--- src/rtl/pll_lock_monitor_if.sv ---
// pll_lock_monitor_if: groups the PLL status inputs and the lock/measurement
// outputs of pll_lock_monitor into one bundle.
//   pll_lock   PLL LOCK flag, asynchronous to clk
//   tog        divided toggle from the clkout domain, asynchronous to clk
//   locked     frequency-qualified lock
//   rst_out    downstream core reset, active-high, always ~locked
//   meas_cnt   edge count of the last completed window
//   meas_valid one-cycle pulse when meas_cnt updates
//   fault      sticky lock-loss / frequency-error flag
// modport master: the monitor itself; modport slave: the PLL/core side.
interface pll_lock_monitor_if #(
   parameter int unsigned CNT_W = 16
);
   logic             pll_lock;
   logic             tog;
   logic             locked;
   logic             rst_out;
   logic [CNT_W-1:0] meas_cnt;
   logic             meas_valid;
   logic             fault;

   modport master (
      input  pll_lock, tog,
      output locked, rst_out, meas_cnt, meas_valid, fault
   );

   modport slave (
      output pll_lock, tog,
      input  locked, rst_out, meas_cnt, meas_valid, fault
   );
endinterface

--- src/rtl/pll_lock_monitor.sv ---
// pll_lock_monitor: qualifies the rPLL LOCK flag from the reference-clock side,
// counts rising edges of a divided clkout toggle over fixed gate windows and
// releases the downstream reset only after GOOD_WINDOWS consecutive in-range
// windows. Lock loss or a frequency excursion while running re-asserts reset
// and latches fault.
// Ports:
//   clk  reference clock (PLL clkin net)
//   rst  synchronous active-high reset
//   bus  pll_lock_monitor_if.master (pll_lock, tog in; locked, rst_out,
//        meas_cnt, meas_valid, fault out -- all outputs registered)
module pll_lock_monitor #(
   parameter int unsigned GATE_CYCLES  = 27000,
   parameter int unsigned CNT_W        = 16,
   parameter int unsigned EXP_MIN      = 1680,
   parameter int unsigned EXP_MAX      = 1695,
   parameter int unsigned GOOD_WINDOWS = 4
) (
   input  logic                clk,
   input  logic                rst,
   pll_lock_monitor_if.master  bus
);

   localparam int unsigned GATE_W = (GATE_CYCLES > 1) ? $clog2(GATE_CYCLES) : 1;
   localparam int unsigned GOOD_W = $clog2(GOOD_WINDOWS + 1);

   localparam logic [GATE_W-1:0] GATE_LAST = GATE_W'(GATE_CYCLES - 1);
   localparam logic [GOOD_W-1:0] GOOD_LAST = GOOD_W'(GOOD_WINDOWS - 1);
   localparam logic [CNT_W-1:0]  EXP_MIN_C = CNT_W'(EXP_MIN);
   localparam logic [CNT_W-1:0]  EXP_MAX_C = CNT_W'(EXP_MAX);

   typedef enum logic [1:0] {
      WAIT_LOCK = 2'd0,
      MEASURE   = 2'd1,
      RUN       = 2'd2
   } state_t;

   state_t            state;
   logic              lock_m, lock_s;
   logic              tog_m, tog_s, tog_d;
   logic [GATE_W-1:0] gate;
   logic [CNT_W-1:0]  edges;
   logic [CNT_W-1:0]  edges_nxt;
   logic [GOOD_W-1:0] good;
   logic              locked, rst_out, meas_valid, fault;
   logic [CNT_W-1:0]  meas_cnt;
   logic              rise, close, in_range;

   assign rise  = tog_s & ~tog_d;
   assign close = (gate == GATE_LAST);

   // Saturating edge count including any edge seen this cycle, so an edge on
   // the closing cycle lands in the closing window.
   always_comb begin
      edges_nxt = edges;
      if (rise && (edges != '1)) begin
         edges_nxt = edges + CNT_W'(1);
      end
   end

   assign in_range = (edges_nxt >= EXP_MIN_C) && (edges_nxt <= EXP_MAX_C);

   // Synchronizers, window counters and lock-qualification FSM
   always_ff @(posedge clk) begin
      if (rst) begin
         state      <= WAIT_LOCK;
         lock_m     <= 1'b0;
         lock_s     <= 1'b0;
         tog_m      <= 1'b0;
         tog_s      <= 1'b0;
         tog_d      <= 1'b0;
         gate       <= '0;
         edges      <= '0;
         good       <= '0;
         locked     <= 1'b0;
         rst_out    <= 1'b1;
         meas_cnt   <= '0;
         meas_valid <= 1'b0;
         fault      <= 1'b0;
      end else begin
         lock_m     <= bus.pll_lock;
         lock_s     <= lock_m;
         tog_m      <= bus.tog;
         tog_s      <= tog_m;
         tog_d      <= tog_s;
         meas_valid <= 1'b0;

         case (state)
            WAIT_LOCK: begin
               gate  <= '0;
               edges <= '0;
               good  <= '0;
               if (lock_s) begin
                  state <= MEASURE;
               end
            end

            MEASURE, RUN: begin
               if (!lock_s) begin
                  // Lock loss beats a coincident window close: window dropped.
                  state   <= WAIT_LOCK;
                  gate    <= '0;
                  edges   <= '0;
                  good    <= '0;
                  locked  <= 1'b0;
                  rst_out <= 1'b1;
                  if (state == RUN) begin
                     fault <= 1'b1;
                  end
               end else if (close) begin
                  gate       <= '0;
                  edges      <= '0;
                  meas_cnt   <= edges_nxt;
                  meas_valid <= 1'b1;
                  if (state == MEASURE) begin
                     if (!in_range) begin
                        good <= '0;
                     end else begin
                        good <= good + GOOD_W'(1);
                        if (good == GOOD_LAST) begin
                           state   <= RUN;
                           locked  <= 1'b1;
                           rst_out <= 1'b0;
                        end
                     end
                  end else if (!in_range) begin
                     state   <= WAIT_LOCK;
                     good    <= '0;
                     locked  <= 1'b0;
                     rst_out <= 1'b1;
                     fault   <= 1'b1;
                  end
               end else begin
                  gate  <= gate + GATE_W'(1);
                  edges <= edges_nxt;
               end
            end

            default: begin
               state <= WAIT_LOCK;
            end
         endcase
      end
   end

   assign bus.locked     = locked;
   assign bus.rst_out    = rst_out;
   assign bus.meas_cnt   = meas_cnt;
   assign bus.meas_valid = meas_valid;
   assign bus.fault      = fault;

endmodule
--- src/flat_wrapper.sv ---
// flat-port wrapper written by rule: the top's interface ports become plain ports
module pll_lock_monitor_flat 
#(
   parameter int unsigned GATE_CYCLES  = 27000,
   parameter int unsigned CNT_W        = 16,
   parameter int unsigned EXP_MIN      = 1680,
   parameter int unsigned EXP_MAX      = 1695,
   parameter int unsigned GOOD_WINDOWS = 4
)
  (clk, rst, bus_pll_lock, bus_tog, bus_locked, bus_rst_out, bus_meas_cnt, bus_meas_valid, bus_fault);
  pll_lock_monitor_if #(.CNT_W(CNT_W)) bus_i ();
  input  logic clk;
  input  logic rst;
  input wire logic [$bits(bus_i.pll_lock)-1:0] bus_pll_lock;
  input wire logic [$bits(bus_i.tog)-1:0] bus_tog;
  output wire logic [$bits(bus_i.locked)-1:0] bus_locked;
  output wire logic [$bits(bus_i.rst_out)-1:0] bus_rst_out;
  output wire logic [$bits(bus_i.meas_cnt)-1:0] bus_meas_cnt;
  output wire logic [$bits(bus_i.meas_valid)-1:0] bus_meas_valid;
  output wire logic [$bits(bus_i.fault)-1:0] bus_fault;
  assign bus_i.pll_lock = bus_pll_lock;
  assign bus_i.tog = bus_tog;
  assign bus_locked = bus_i.locked;
  assign bus_rst_out = bus_i.rst_out;
  assign bus_meas_cnt = bus_i.meas_cnt;
  assign bus_meas_valid = bus_i.meas_valid;
  assign bus_fault = bus_i.fault;
  pll_lock_monitor #(.GATE_CYCLES(GATE_CYCLES), .CNT_W(CNT_W), .EXP_MIN(EXP_MIN), .EXP_MAX(EXP_MAX), .GOOD_WINDOWS(GOOD_WINDOWS)) u_core (.clk(clk), .rst(rst), .bus(bus_i));
endmodule
--- config.mk ---
export PLATFORM = sky130hd
export DESIGN_NAME = pll_lock_monitor_flat
export DESIGN_NICKNAME = d
export VERILOG_FILES = /design/src/rtl/pll_lock_monitor_if.sv /design/src/rtl/pll_lock_monitor.sv /design/src/flat_wrapper.sv
export SDC_FILE = /design/constraint.sdc
export NUM_CORES = 1
export LEC_CHECK = 0
export CAP_MARGIN = 20
export CORE_MARGIN = 10
export CORE_UTILIZATION = 25
export DETAILED_ROUTE_END_ITERATION = 10
export HOLD_SLACK_MARGIN = 0.06
export SETUP_SLACK_MARGIN = 0.4
export SLEW_MARGIN = 20
export SYNTH_ARGS = -nofsm -noshare
export SYNTH_HDL_FRONTEND = slang
export SYNTH_SLANG_ARGS = --single-unit
--- constraint.sdc ---
create_clock -name clk -period 2.7 [get_ports clk]
set_clock_uncertainty 0.2 [all_clocks]
set_input_delay 0.405 -clock clk [delete_from_list [all_inputs] [get_ports clk]]
set_output_delay 0.405 -clock clk [all_outputs]
set_load 0.05 [all_outputs]
==> results of run 1 <==
power groups by stage:
stage	registers [uW]	logic [uW]	clock network, uW
finish	929	200	1370
global route	929	221	1440
CTS	928	191	1400
detailed placement	947	186	0
global placement	946	183	0
floorplan	969	118	0
stage by stage:
step	hold slack [ns]	cells	total power [uW]	cell area, um^2	worst slack [ns]
floorplan	0.2138	391	1086	3331	0.1379
global placement	0.2230	589	1129	3810	-0.01207
detailed placement	0.2212	589	1134	3810	-0.05565
CTS	0.2334	609	2520	4263	0.1016
global route	0.2564	613	2591	4344	0.01583
finish	0.2337	613	2502	4344	0.1080
cells in the mapped netlist (all sizes together) (9+ instances only):
library cell,n,area (um^2)
a211oi,11,82.58
a21oi,22,113.9
and3,10,73.82
buf,9,101.4
clkbuf,13,50.04
dfxtp,61,1221
ha,11,137.6
inv,9,33.78
nand2,19,78.82
nand3,22,115.1
nand4,10,62.56
nor2,58,217.7
nor2b,10,62.56
o21ai,19,98.84
xnor2,11,96.34
xor2,12,105.1
layout make-up:
type                       instances  share of cell area (%)
clock buffer                      12                   6.164
sequential                        61                   28.57
clock inverter                     3                   2.074
multi-input combinational        299                   46.14
tap                              172                   4.954
inverter                           9                  0.7776
timing repair buffer              57                   11.32
routing by layer:
metal / global-route usage [%] / routed length (um) / part of all wire (%)
met5: 0 / 0 / 0
met2: 13.90 / 3869 / 45
met1: 12.55 / 4081 / 47
met3: 2.634 / 476 / 5.5
met4: 4.534 / 165 / 1.9
final timing paths:
kind              slack (ns)                           end                          from  depth (start not counted)
setup / recovery        0.11  u_core.state[1]$_SDFFE_PP0P_  u_core.edges[6]$_SDFFE_PP0P_                          8
hold / removal          0.23       u_core.tog_s$_SDFF_PP0_       u_core.tog_m$_SDFF_PP0_                          1
setup reg to reg        0.11  u_core.state[1]$_SDFFE_PP0P_  u_core.edges[6]$_SDFFE_PP0P_                          8
hold reg to reg         0.23       u_core.tog_s$_SDFF_PP0_       u_core.tog_m$_SDFF_PP0_                          1
what timing repair did:
action / 4_1_cts / 5_1_grt
buffers inserted: 5 / 4
hold buffers: 0 / 0
pin swaps: 4 / 9
resized for setup: 12 / 19
cloned: 0 / 0
setup endpoints to repair: 13 / 33
flip-flops by register name, indices dropped and copies added (netlist names), 2 cells and up:
register             count
u_core.bus.meas_cnt     16
u_core.edges            16
u_core.state             2
u_core.good              3
u_core.gate             15
cell families after synthesis:
group / count (synthesis) / synth area share [%]
buffers and inverters: 31 / 5.608
XOR/XNOR: 23 / 6.101
adder cells (fa/ha/maj): 11 / 4.168
flip-flops: 61 / 36.98
AND/OR/NAND/NOR: 179 / 28.84
multiplexers: 5 / 1.667
AO/OA/AOI/OAI: 81 / 16.64
==> reports/metrics.yaml, run 1 <==
run_status:
  status: "finished clean"
synth:
  syn_nets: 406
  ys.flop_type: "dfxtp_1"
  ys_types: 59
  async_flop_share_pct: 0
  postSynthAreaPerCell_um2: 8.445
  ys.warnings.count: 0
  synth-seq-area-share_pct: 36.98
  ys_seq_elements: 61
  synth-edff-count: 0
  postSynthCellCount: 391
  syn_area_mm2: 0.003302
setup_path:
  crit_buf_inv: 0
  crit_type: "reg2reg"
  slowest_stage: "or4_4"
  path_cells: "and4_4 -> o21ai_2 -> or4_4 -> a221oi_4 -> nand3_2 -> mux2_4 -> and3_4 -> o31ai_2"
  critPathTopFamily: "simple AND/OR/NAND/NOR gates"
  cp_slowest_stage_delay_ns: 0.51
  worst_setup_path_end_kind: "flop"
  path_max_fanout: 3
  worstPathRequired_ns: 2.75
  worstPathArrival_ns: 2.64
  startpoint_type: "flop"
power:
  ir_worst_vdd_mv: 0.2914
  seqPwrFrac_pct: 37.1
  powerDensity_mw_per_mm2: 575.9
  combPwrFrac_pct: 8.0
  switchingPower_uw: 529.5
  p_clk_share_pct: 54.9
  p_int_uw: 1972
  p_leak_uw: 0.001509
  p_sw_share_pct: 21.17
sta:
  fmax_ghz: 0.3858
  setup_violations: 0
  tns_ns: 0
  final-hold-violation-count: 0
  worst_pin_slew_ns: 0.5261
  slew_violations: 0
  grt_setup_unrepaired: "true"
  period_needed_ns: 2.592
  period_share_pct: 96.00
  relSlewSlack_pct: 64.66
route:
  drt_pre_antenna_iters: 4
  via_per_inst: 4.884
  drcViolationCount: 0
  wl_um: 8593
  final_antenna_net_count: 0
  avgRoutedWirePerCell_um: 14.02
  dr_total_vias: 2994
  drt_iter0_drc: 206
final_layout:
  syn2layout_area_growth_pct: 31.57
  mostFrequentLayoutCells: "54 x nor2_1, 49 x dfxtp_1, 31 x buf_4"
  utilization_pct: 34.01
  drive_above_1_share_pct: 22.00
  fillerInstances: 1291
  seq_area_mm2: 0.001241
  fin_nets: 452
  mostFrequentLayoutCell: "nor2_1"
  antennaDiodeCount: 0
  multiInputGateArea_mm2: 0.002004
clocking:
  clk_pin_slew_worst_paths_ns: 0.05
  clk_path_buf_depth: 2
  insertion_delay_ns: 0.33
  cts.sinks: 61
  cts-root-buf: "clkbuf_16"
  cts_made_buffers: 9
  cts_tree: "yes"
  h-tree-depth: 3
global_route:
  grt_antenna_before_repair: 0
  grt.overflow.total: 0
  grt_max_degree: 29
  grt_util_all_layers_pct: 9.510
  grt_pass1_wl_um: 13950
  grt_pass1_vias: 2851
hold_path:
  hold_path_class: "reg2reg"
floorplanning:
  die-area_mm2: 0.01820
  die_h_um: 134.9
  initial_utilization_pct: 25.85
  rows: 41
  dieWidth_um: 134.9
  ioPinCount: 24
  core-area_mm2: 0.01277
placement:
  port_buffers: 23
  place.gp.congestion: 0.9363
  place_hpwl_um: 6267
run:
  max-cap-violations: 0
Power figures use the tool's default switching activity.
==> inputs of run 2 (changes only) <==
--- a/config.mk
+++ b/config.mk
@@ -6,10 +6,13 @@
 export NUM_CORES = 1
 export LEC_CHECK = 0
 export CAP_MARGIN = 20
+export CELL_PAD_IN_SITES_DETAIL_PLACEMENT = 0
+export CELL_PAD_IN_SITES_GLOBAL_PLACEMENT = 1
 export CORE_MARGIN = 10
-export CORE_UTILIZATION = 25
+export CORE_UTILIZATION = 40
 export DETAILED_ROUTE_END_ITERATION = 10
 export HOLD_SLACK_MARGIN = 0.06
+export PLACE_DENSITY_LB_ADDON = 0.1
 export SETUP_SLACK_MARGIN = 0.4
 export SLEW_MARGIN = 20
 export SYNTH_ARGS = -nofsm -noshare
==> run 2 against run 1 <==
Against the previous run: hold slack improved by 0.0035 ns; critical path type unchanged; critical path depth rose by 2; core utilization up 19 points; worst setup slack worse by 0.079 ns; count of clock-buffer cells in the layout fell by 2; sequential cell count stayed put; sequential share of layout area rose by 0.34 points; non-clock buffer count is 3 higher; via count grew 0.53%; global-route usage up 4.2 points.
==> reports/metrics.yaml, run 2 (synthesis gave the netlist of run 1 again) <==
run_status:
  status: "finished clean"
placement:
  place_hpwl_um: 6158
  place.gp.congestion: 0.9069
  port_buffers: 23
  placed_cell_area_mm2: 0.003741
global_route:
  grt.overflow.total: 0
  grt_pass1_vias: 2893
  grt_max_degree: 29
  grt_util_all_layers_pct: 13.76
  grt_pass1_wl_um: 14350
  grt_antenna_before_repair: 0
floorplanning:
  initial_utilization_pct: 40.59
  core-area_mm2: 0.008134
  die-area_mm2: 0.01229
  ioPinCount: 24
  rows: 33
  dieWidth_um: 110.9
  die_h_um: 110.9
clocking:
  clk_path_buf_depth: 2
  cts_hold_buf: 0
  clk_pin_slew_worst_paths_ns: 0.08
  cts_tree: "yes"
  cts.sinks: 61
  cts_made_buffers: 9
  cts-root-buf: "clkbuf_8"
  insertion_delay_ns: 0.35
  h-tree-depth: 3
power:
  p_clk_share_pct: 46.5
  switchingPower_uw: 542.2
  total_power_uw: 2118
  p_int_uw: 1575
  combPwrFrac_pct: 9.7
  p_leak_uw: 0.001486
  ir_worst_vdd_mv: 0.3017
  seqPwrFrac_pct: 43.7
  powerDensity_mw_per_mm2: 495.7
  p_sw_share_pct: 25.61
final_layout:
  fillerInstances: 785
  syn2layout_area_growth_pct: 29.37
  antennaDiodeCount: 0
  mostFrequentLayoutCells: "54 x dfxtp_1, 53 x nor2_1, 30 x buf_4"
  utilization_pct: 52.52
  drive_above_1_share_pct: 23.60
  top_regs: "u_core.bus.meas_cnt x16, u_core.edges x16, u_core.gate x15"
  fin_area_mm2: 0.004272
  fin_nets: 455
  mostFrequentLayoutCell: "dfxtp_1"
setup_path:
  path_max_fanout: 4
  worst_setup_path_end_kind: "flop"
  r2r_slack_ns: 0.03
  worstPathArrival_ns: 2.71
  worstRegToRegCells: 10
  crit_type: "reg2reg"
  startpoint_type: "flop"
  worstPathRequired_ns: 2.74
sta:
  slew_violations: 0
  period_share_pct: 98.93
  fmax_ghz: 0.3744
  period_needed_ns: 2.671
  worst_pin_slew_ns: 0.5714
  grt_setup_unrepaired: "true"
  setup_violations: 0
  final-hold-violation-count: 0
  relSlewSlack_pct: 61.91
route:
  dr_total_vias: 3010
  final_antenna_net_count: 0
  drcViolationCount: 0
  drt_iter0_drc: 182
  wl_um: 8680
  via_per_inst: 5.473
  drt_pre_antenna_iters: 4
  avgRoutedWirePerCell_um: 15.78
run:
  max-cap-violations: 0
hold_path:
  hold_path_class: "reg2reg"
  min_delay_path_depth: 1
## run 2: changes by cell type in the layout (fill, tap and decap cells not counted), moves of 3 or more
cell	delta
buf_6	+3
clkbuf_16	-9
dfxtp_1	+5
clkbuf_8	+8
dfxtp_2	-5
## run 2: power by group through the flow
stage	Combinational, uW	Clock (uW)	Sequential [uW]
finish	206	985	926
CTS	203	1010	926
floorplan	118	0	969
global placement	186	0	947
detailed placement	187	0	947
global route	227	1050	929
## run 2: layout make-up
| class | count | area [um^2] | area share [%] |
|---|---|---|---|
| Clock buffer | 10 | 148.9 | 3.486 |
| Inverter | 9 | 33.78 | 0.7909 |
| Tap cell | 105 | 131.4 | 3.076 |
| Sequential cell | 61 | 1235 | 28.91 |
| Timing Repair Buffer | 60 | 533.0 | 12.48 |
| Clock inverter | 6 | 92.59 | 2.168 |
| Multi-Input combinational cell | 299 | 2097 | 49.09 |
## run 2: layer usage
metal / track usage (%) / part of all wire, % / up-vias
met1: 18.16 / 49 / 1441
met2: 21.31 / 45 / 64
met5: 0 / 0 / -
met3: 3.409 / 5.2 / 7
li1: - / - / 1498
met4: 4.427 / 0.76 / 0
## run 2: worst paths after layout
check / startpoint / end
hold reg to reg: u_core.tog_m$_SDFF_PP0_ / u_core.tog_s$_SDFF_PP0_
setup reg to reg: u_core.edges[1]$_SDFFE_PP0P_ / u_core.bus.locked$_SDFFE_PP0P_
hold / removal: u_core.tog_m$_SDFF_PP0_ / u_core.tog_s$_SDFF_PP0_
setup / recovery: u_core.edges[1]$_SDFFE_PP0P_ / u_core.bus.locked$_SDFFE_PP0P_
## run 2: through the flow
step / worst slack [ns] / std cells / TNS (ns) / hold slack [ns]
2_1_floorplan: 0.1379 / 391 / 0 / 0.2138
3_3_place_gp: 0.06540 / 524 / 0 / 0.2191
3_5_place_dp: 0.009670 / 524 / 0 / 0.2220
4_1_cts: 0.03446 / 547 / 0 / 0.2391
5_1_grt: -0.05995 / 550 / -0.1548 / 0.2632
6_report: 0.02894 / 550 / 0 / 0.2372
## run 2: worst max-delay path: stages (launching register included)
cell and delay [ns]:
dfxtp_4 0.36, ha_4 0.14, and3_4 0.23, nand2_4 0.06, or4_4 0.45, a221oi_4 0.32, buf_4 0.16, buf_6 0.09
a31oi_4 0.09, o21bai_4 0.20, o311a_1 0.28
## run 2: repair_timing
action / CTS / global route
buffers inserted: 7 / 3
setup endpoints to repair: 15 / 38
resized for setup: 16 / 30
pin swaps: 8 / 14
